--- config.mk ---
export PLATFORM = sky130hd
export DESIGN_NAME = crc_engine
export DESIGN_NICKNAME = d
export VERILOG_FILES = /design/src/rtl/crc_engine.sv
export SDC_FILE = /design/constraint.sdc
export NUM_CORES = 1
export LEC_CHECK = 0
export CORE_MARGIN = 4
export CORE_UTILIZATION = 40
export CTS_CLUSTER_SIZE = 20
export DETAILED_ROUTE_END_ITERATION = 6
export PLACE_DENSITY = 0.66
export SETUP_SLACK_MARGIN = 0.2
export SLEW_MARGIN = 10
export SYNTH_ARGS = -nofsm -noshare
export SYNTH_HDL_FRONTEND = slang
export SYNTH_SLANG_ARGS = --single-unit
export TNS_END_PERCENT = 50
--- constraint.sdc ---
create_clock -name clk -period 2.74 [get_ports clk]
set_input_delay 0.685 -clock clk [delete_from_list [all_inputs] [get_ports clk]]
set_output_delay 0.685 -clock clk [all_outputs]
set_load 0.05 [all_outputs]
--- src/rtl/crc_engine.sv ---
// Parametrised framed CRC generator: DATA_W bits per accepted beat, MSB first.
// Latency: result strobe (out_valid) 1 clock after the accepted in_last beat.
// Backpressure: in_ready high only while a frame is open (RUN); optional compare via CRC_CHECK_EN.
module crc_engine #(
   parameter int               CRC_W   = 5,
   parameter logic [CRC_W-1:0] POLY    = 5'h09,
   parameter logic [CRC_W-1:0] INIT    = '0,
   parameter logic [CRC_W-1:0] XOR_OUT = '0,
   parameter int               DATA_W  = 1,
   parameter int               CNT_W   = 16
) (
   input  logic              clk,
   input  logic              reset,
   input  logic              start,
   input  logic              in_valid,
   output logic              in_ready,
   input  logic [DATA_W-1:0] in_data,
   input  logic              in_last,
   output logic [CRC_W-1:0]  crc_out,
   output logic              out_valid,
   output logic              busy,
   output logic [CNT_W-1:0]  beat_cnt
`ifdef CRC_CHECK_EN
   ,
   input  logic [CRC_W-1:0]  chk_val,
   output logic              chk_ok
`endif
);

   typedef enum logic {IDLE = 1'b0, RUN = 1'b1} state_t;

   state_t           state_q;
   state_t           state_d;
   logic [CRC_W-1:0] crc_q;
   logic [CRC_W-1:0] crc_nxt;
   logic             accept;
   logic             finish;

   // Unrolled serial LFSR: all DATA_W bit steps happen in one cycle, MSB first.
   function automatic logic [CRC_W-1:0] crc_step(input logic [CRC_W-1:0] c,
                                                 input logic [DATA_W-1:0] d);
      logic [CRC_W-1:0] r;
      logic             fb;
      r = c;
      for (int i = DATA_W - 1; i >= 0; i--) begin
         fb = d[i] ^ r[CRC_W-1];
         r  = {r[CRC_W-2:0], 1'b0} ^ (fb ? POLY : '0);
      end
      return r;
   endfunction

   assign crc_nxt = crc_step(crc_q, in_data);

   // Handshake decode and next-state logic; start always takes priority over a beat.
   always_comb begin
      state_d  = state_q;
      in_ready = (state_q == RUN);
      busy     = (state_q == RUN);
      accept   = 1'b0;
      finish   = 1'b0;
      case (state_q)
         IDLE: begin
            if (start) state_d = RUN;
         end
         RUN: begin
            accept = in_valid && !start;
            finish = accept && in_last;
            if (finish) state_d = IDLE;
         end
         default: state_d = IDLE;
      endcase
   end

   // State register.
   always_ff @(posedge clk) begin
      if (reset) state_q <= IDLE;
      else       state_q <= state_d;
   end

   // CRC register, beat counter and the registered one-cycle result strobe.
   always_ff @(posedge clk) begin
      if (reset) begin
         crc_q     <= '0;
         crc_out   <= '0;
         out_valid <= 1'b0;
         beat_cnt  <= '0;
      end else begin
         out_valid <= 1'b0;
         if (start) begin
            crc_q    <= INIT;
            beat_cnt <= '0;
         end else if (accept) begin
            crc_q <= crc_nxt;
            if (beat_cnt != '1) beat_cnt <= beat_cnt + 1'b1;
            if (in_last) begin
               crc_out   <= crc_nxt ^ XOR_OUT;
               out_valid <= 1'b1;
            end
         end
      end
   end

`ifdef CRC_CHECK_EN
   // Compare the final CRC against the expected value captured with the last beat.
   always_ff @(posedge clk) begin
      if (reset)       chk_ok <= 1'b0;
      else if (finish) chk_ok <= ((crc_nxt ^ XOR_OUT) == chk_val);
      else             chk_ok <= 1'b0;
   end
`endif

endmodule
==> summary.md <==
| Metric | Value |
|---|---|
| Outcome | `completed` |
| Leak pwr | `0.511 nW` |
| R2R setup slack | `0.70 ns` |
| FF/Latch Area | `approximately 560 µm²` |
| Fin Setup TNS | `0 ns` |
| Async set-or-reset flop fraction in the synthesized netlist | `0%` |
| R2R depth | `4` |
| H-tree depth | `1` |
| Critical path required time | `2.06 ns` |
| Final period util | `90.2%` |
| Layout filler cell count | `297` |
| CP endpoint | `in_ready` |
| Ranking of synthesized cells by area | `dfxtp_1 (42%), a21oi_1 (8.7%), nand2_1 (5.6%), nand3_1 (4.9%), or4_1 (4.5%)` |
| Remaining antenna violation count | `0` |
| Final hold violation count | `0` |
| GR Util All Layers | `16.0%` |
| Yosys top cell area share | `42.1%` |
| Max stage delay on crit path | `0.89 ns` |
| Critical Path Fanout Max | `10` |
| Worst hold path class | `register to register` |
| Deepest clock path buffer count | `2` |
| Worst path bufs/invs | `1` |
| Slew HR | `66.0%` |
| Vias per Instance | `5.62` |
| Avg Cell Area, Syn | `8.36 µm²` |
| Hold_buf cts | `0` |
| Initial Utilization | `42.5%` |
| Slowest CP cell | `clkdlybuf4s50_1` |
| CP startpoint kind | `register` |
| GRT overflow | `0` |
| Count of final setup violators | `0` |
| CTS Sinks | `28` |
| M3 GR Usage | `2.74%` |
| Non-Filler Instances | `231` |
| Max_cap viols | `0` |
| GPL Wtd Cong | `0.837` |
| FMAX | `about 0.40 GHz` |
| Die boundary height | `65.7 µm` |
| Final instance area | `0.00168 mm²` |
| Yosys warns | `0` |
| Commonest cells in the netlist | `dfxtp_1 (28), a21oi_1 (23), nand2_1 (20)` |
| Core ar. | `0.00313 mm²` |
| RSZ-0062 raised after global routing | `yes` |
| First-pass GRT wire length | `roughly 5.5 mm` |
| Clk Tree Root Cell | `clkbuf_4` |
| Port Buffers | `29` |
| Crit path cell chain | `clkdlybuf4s50_1` |
| Cell row count | `20` |
| Share of layout cells above drive strength 1 | `9.63%` |
| Maximum vdd drop | `0.185 mV` |
| Clock skew | `~0.0013 ns` |
| Cells after DPL | `228` |
| DRT iter0 DRCs | `105` |
| GR peak layer | `met2` |
| Syn-to-layout area delta | `26.6%` |
| Number of synthesized flops with an enable pin | `0` |
| Post-CTS Setup Inserts | `0` |
| Initial antenna violation count | `0` |
| N_diodes | `0` |
| Area taken by multi-input logic gates | `693 µm²` |
| Die W | `65.7 µm` |
| Cell count after synthesis | `159` |
| CP Launch Point | `busy` |
| CP Class | `register to output port` |
| Setup ws final | `0.269 ns` |
| Mapped cell area | `0.00133 mm²` |
| Iteration count of the initial detailed-routing pass | `4` |
| Core Util, Final | `53.8%` |
| Count of pins over their slew limit | `0` |
| Seq/Total Area, Yosys | `between 40 and 50%` |
| GRT met1 Usage | `20.1%` |
| Die area | `0.00431 mm²` |
| Number of global-route vias before repair | `1,166` |
| WL/cell | `14.1 µm` |
| Dominant cell type by area after synthesis | `dfxtp_1` |
| DPL Wire Length | `2.41 mm` |
| Final min period | `2.47 ns` |
| Crit path depth | `1` |
| Yosys cell types | `30` |
| CP Capture Type | `output port` |
| Worst EP arrival | `approximately 1.8 ns` |
| Post-DP Area | `0.00166 mm²` |
| Pwr/cell area | `378 mW/mm²` |
| Nets | `196` |
| Pre-CTS setup slack | `0.0881 ns` |
| Crit-path leading delay family | `buffers and inverters` |
| CTS tree | `yes` |
| # IOs | `30` |
| CTS buffer count | `3` |
| Reg clk slew, reported paths | `0.14 ns` |
| Largest net degree at the start of global routing | `19` |
| Via count | `1,298` |
| Count leader, synth | `dfxtp_1` |
| Met2 Use GR | `28.0%` |
| Post-Route WL | `3.26 mm` |
| Worst slew pin tran | `around 0.51 ns` |
| Reg2reg start | `busy` |
| DRC violations left | `0` |
| Top FF cell, synth | `dfxtp_1` |
| Syn nets | `roughly 170` |
| Skew-Pair Late Insertion Delay | `0.32 ns` |
| RR Endpoint | `beat_cnt[15]` |
| Yosys reg bits | `28` |
worst min-delay path, cell delays in order (launching register included):
cell	delay, ns
dfxtp_1	0.34
nand2_1	0.05
a21oi_1	0.05
where the power goes:
| part | internal [W] | switching (W) |
|---|---|---|
| logic | 0.0000215 | 0.0000330 |
| clock network | 0.0000515 | 0.000116 |
| registers | 0.000410 | 0.00000432 |
| total | 0.000483 | 0.000153 |
registers in the layout (all words and copies together), names as in the netlist:
signal / flops
crc_out: 5
beat_cnt: 16
out_valid: 1
busy: 1
crc_q: 5
stage by stage:
step	hold slack (ns)	total power [W]
after floorplan	0.446	0.000462
after global placement	0.447	0.000477
after detailed placement	0.449	0.000478
after CTS	0.468	0.000644
after global routing	0.496	0.000662
final	0.465	0.000636
how the worst min path moves through the flow:
stage,start,endpoint,slack (ns),cells after the start
finish,crc_out[1],crc_out[1],0.47,2
global route,crc_out[2],crc_out[2],0.50,2
global placement,crc_out[2],crc_out[2],0.45,2
detailed placement,crc_out[1],crc_out[1],0.45,2
floorplan,crc_q[2],crc_q[2],0.45,2
CTS,crc_out[1],crc_out[1],0.47,2
cell type report:
type | count | area share, %
clock buffer | 3 | 1.34
inverter | 2 | 0.446
multi-input combinational | 118 | 41.2
sequential | 28 | 33.3
tap | 44 | 3.27
timing repair buffer | 36 | 20.5
kinds of logic after synthesis:
family	after synthesis	synth area share [%]
compound gates	40	17.6
mux	2	1.51
xor+xnor	2	1.32
flops	28	42.1
fa+ha+maj	1	0.941
simple gates	73	30.3
buf+inv	13	6.21
repair_timing:
item | CTS | global route
endpoints found under the hold margin | 0 | 0
resized for setup | 0 | 1
setup endpoints to repair | 0 | 2
routing by layer:
metal | part of all wire [%] | vias to the layer above
met5 | 0 | -
li1 | - | 648
met2 | 50 | 21
met4 | 0.46 | 0
met3 | 3.3 | 2
met1 | 46 | 627
layout by cell type (no fill, tap or decap), types with 2 or more instances in the layout:
cell / synthesis / routed
nand2_1: 20 / 20
nor3_1: 3 / 3
nand3_1: 13 / 13
clkdlybuf4s50_1: 0 / 28
or2_2: 3 / 3
xnor2_1: 2 / 2
buf_4: 2 / 7
mux2i_1: 2 / 2
nor2_1: 6 / 6
inv_1: 2 / 2
o21ai_0: 6 / 6
a21oi_1: 23 / 23
o31ai_1: 6 / 6
clkbuf_4: 0 / 3
nand4_1: 6 / 6
or4_1: 8 / 8
or3_2: 2 / 2
dfxtp_1: 28 / 28
or3_1: 7 / 7
Power figures use the tool's default switching activity.
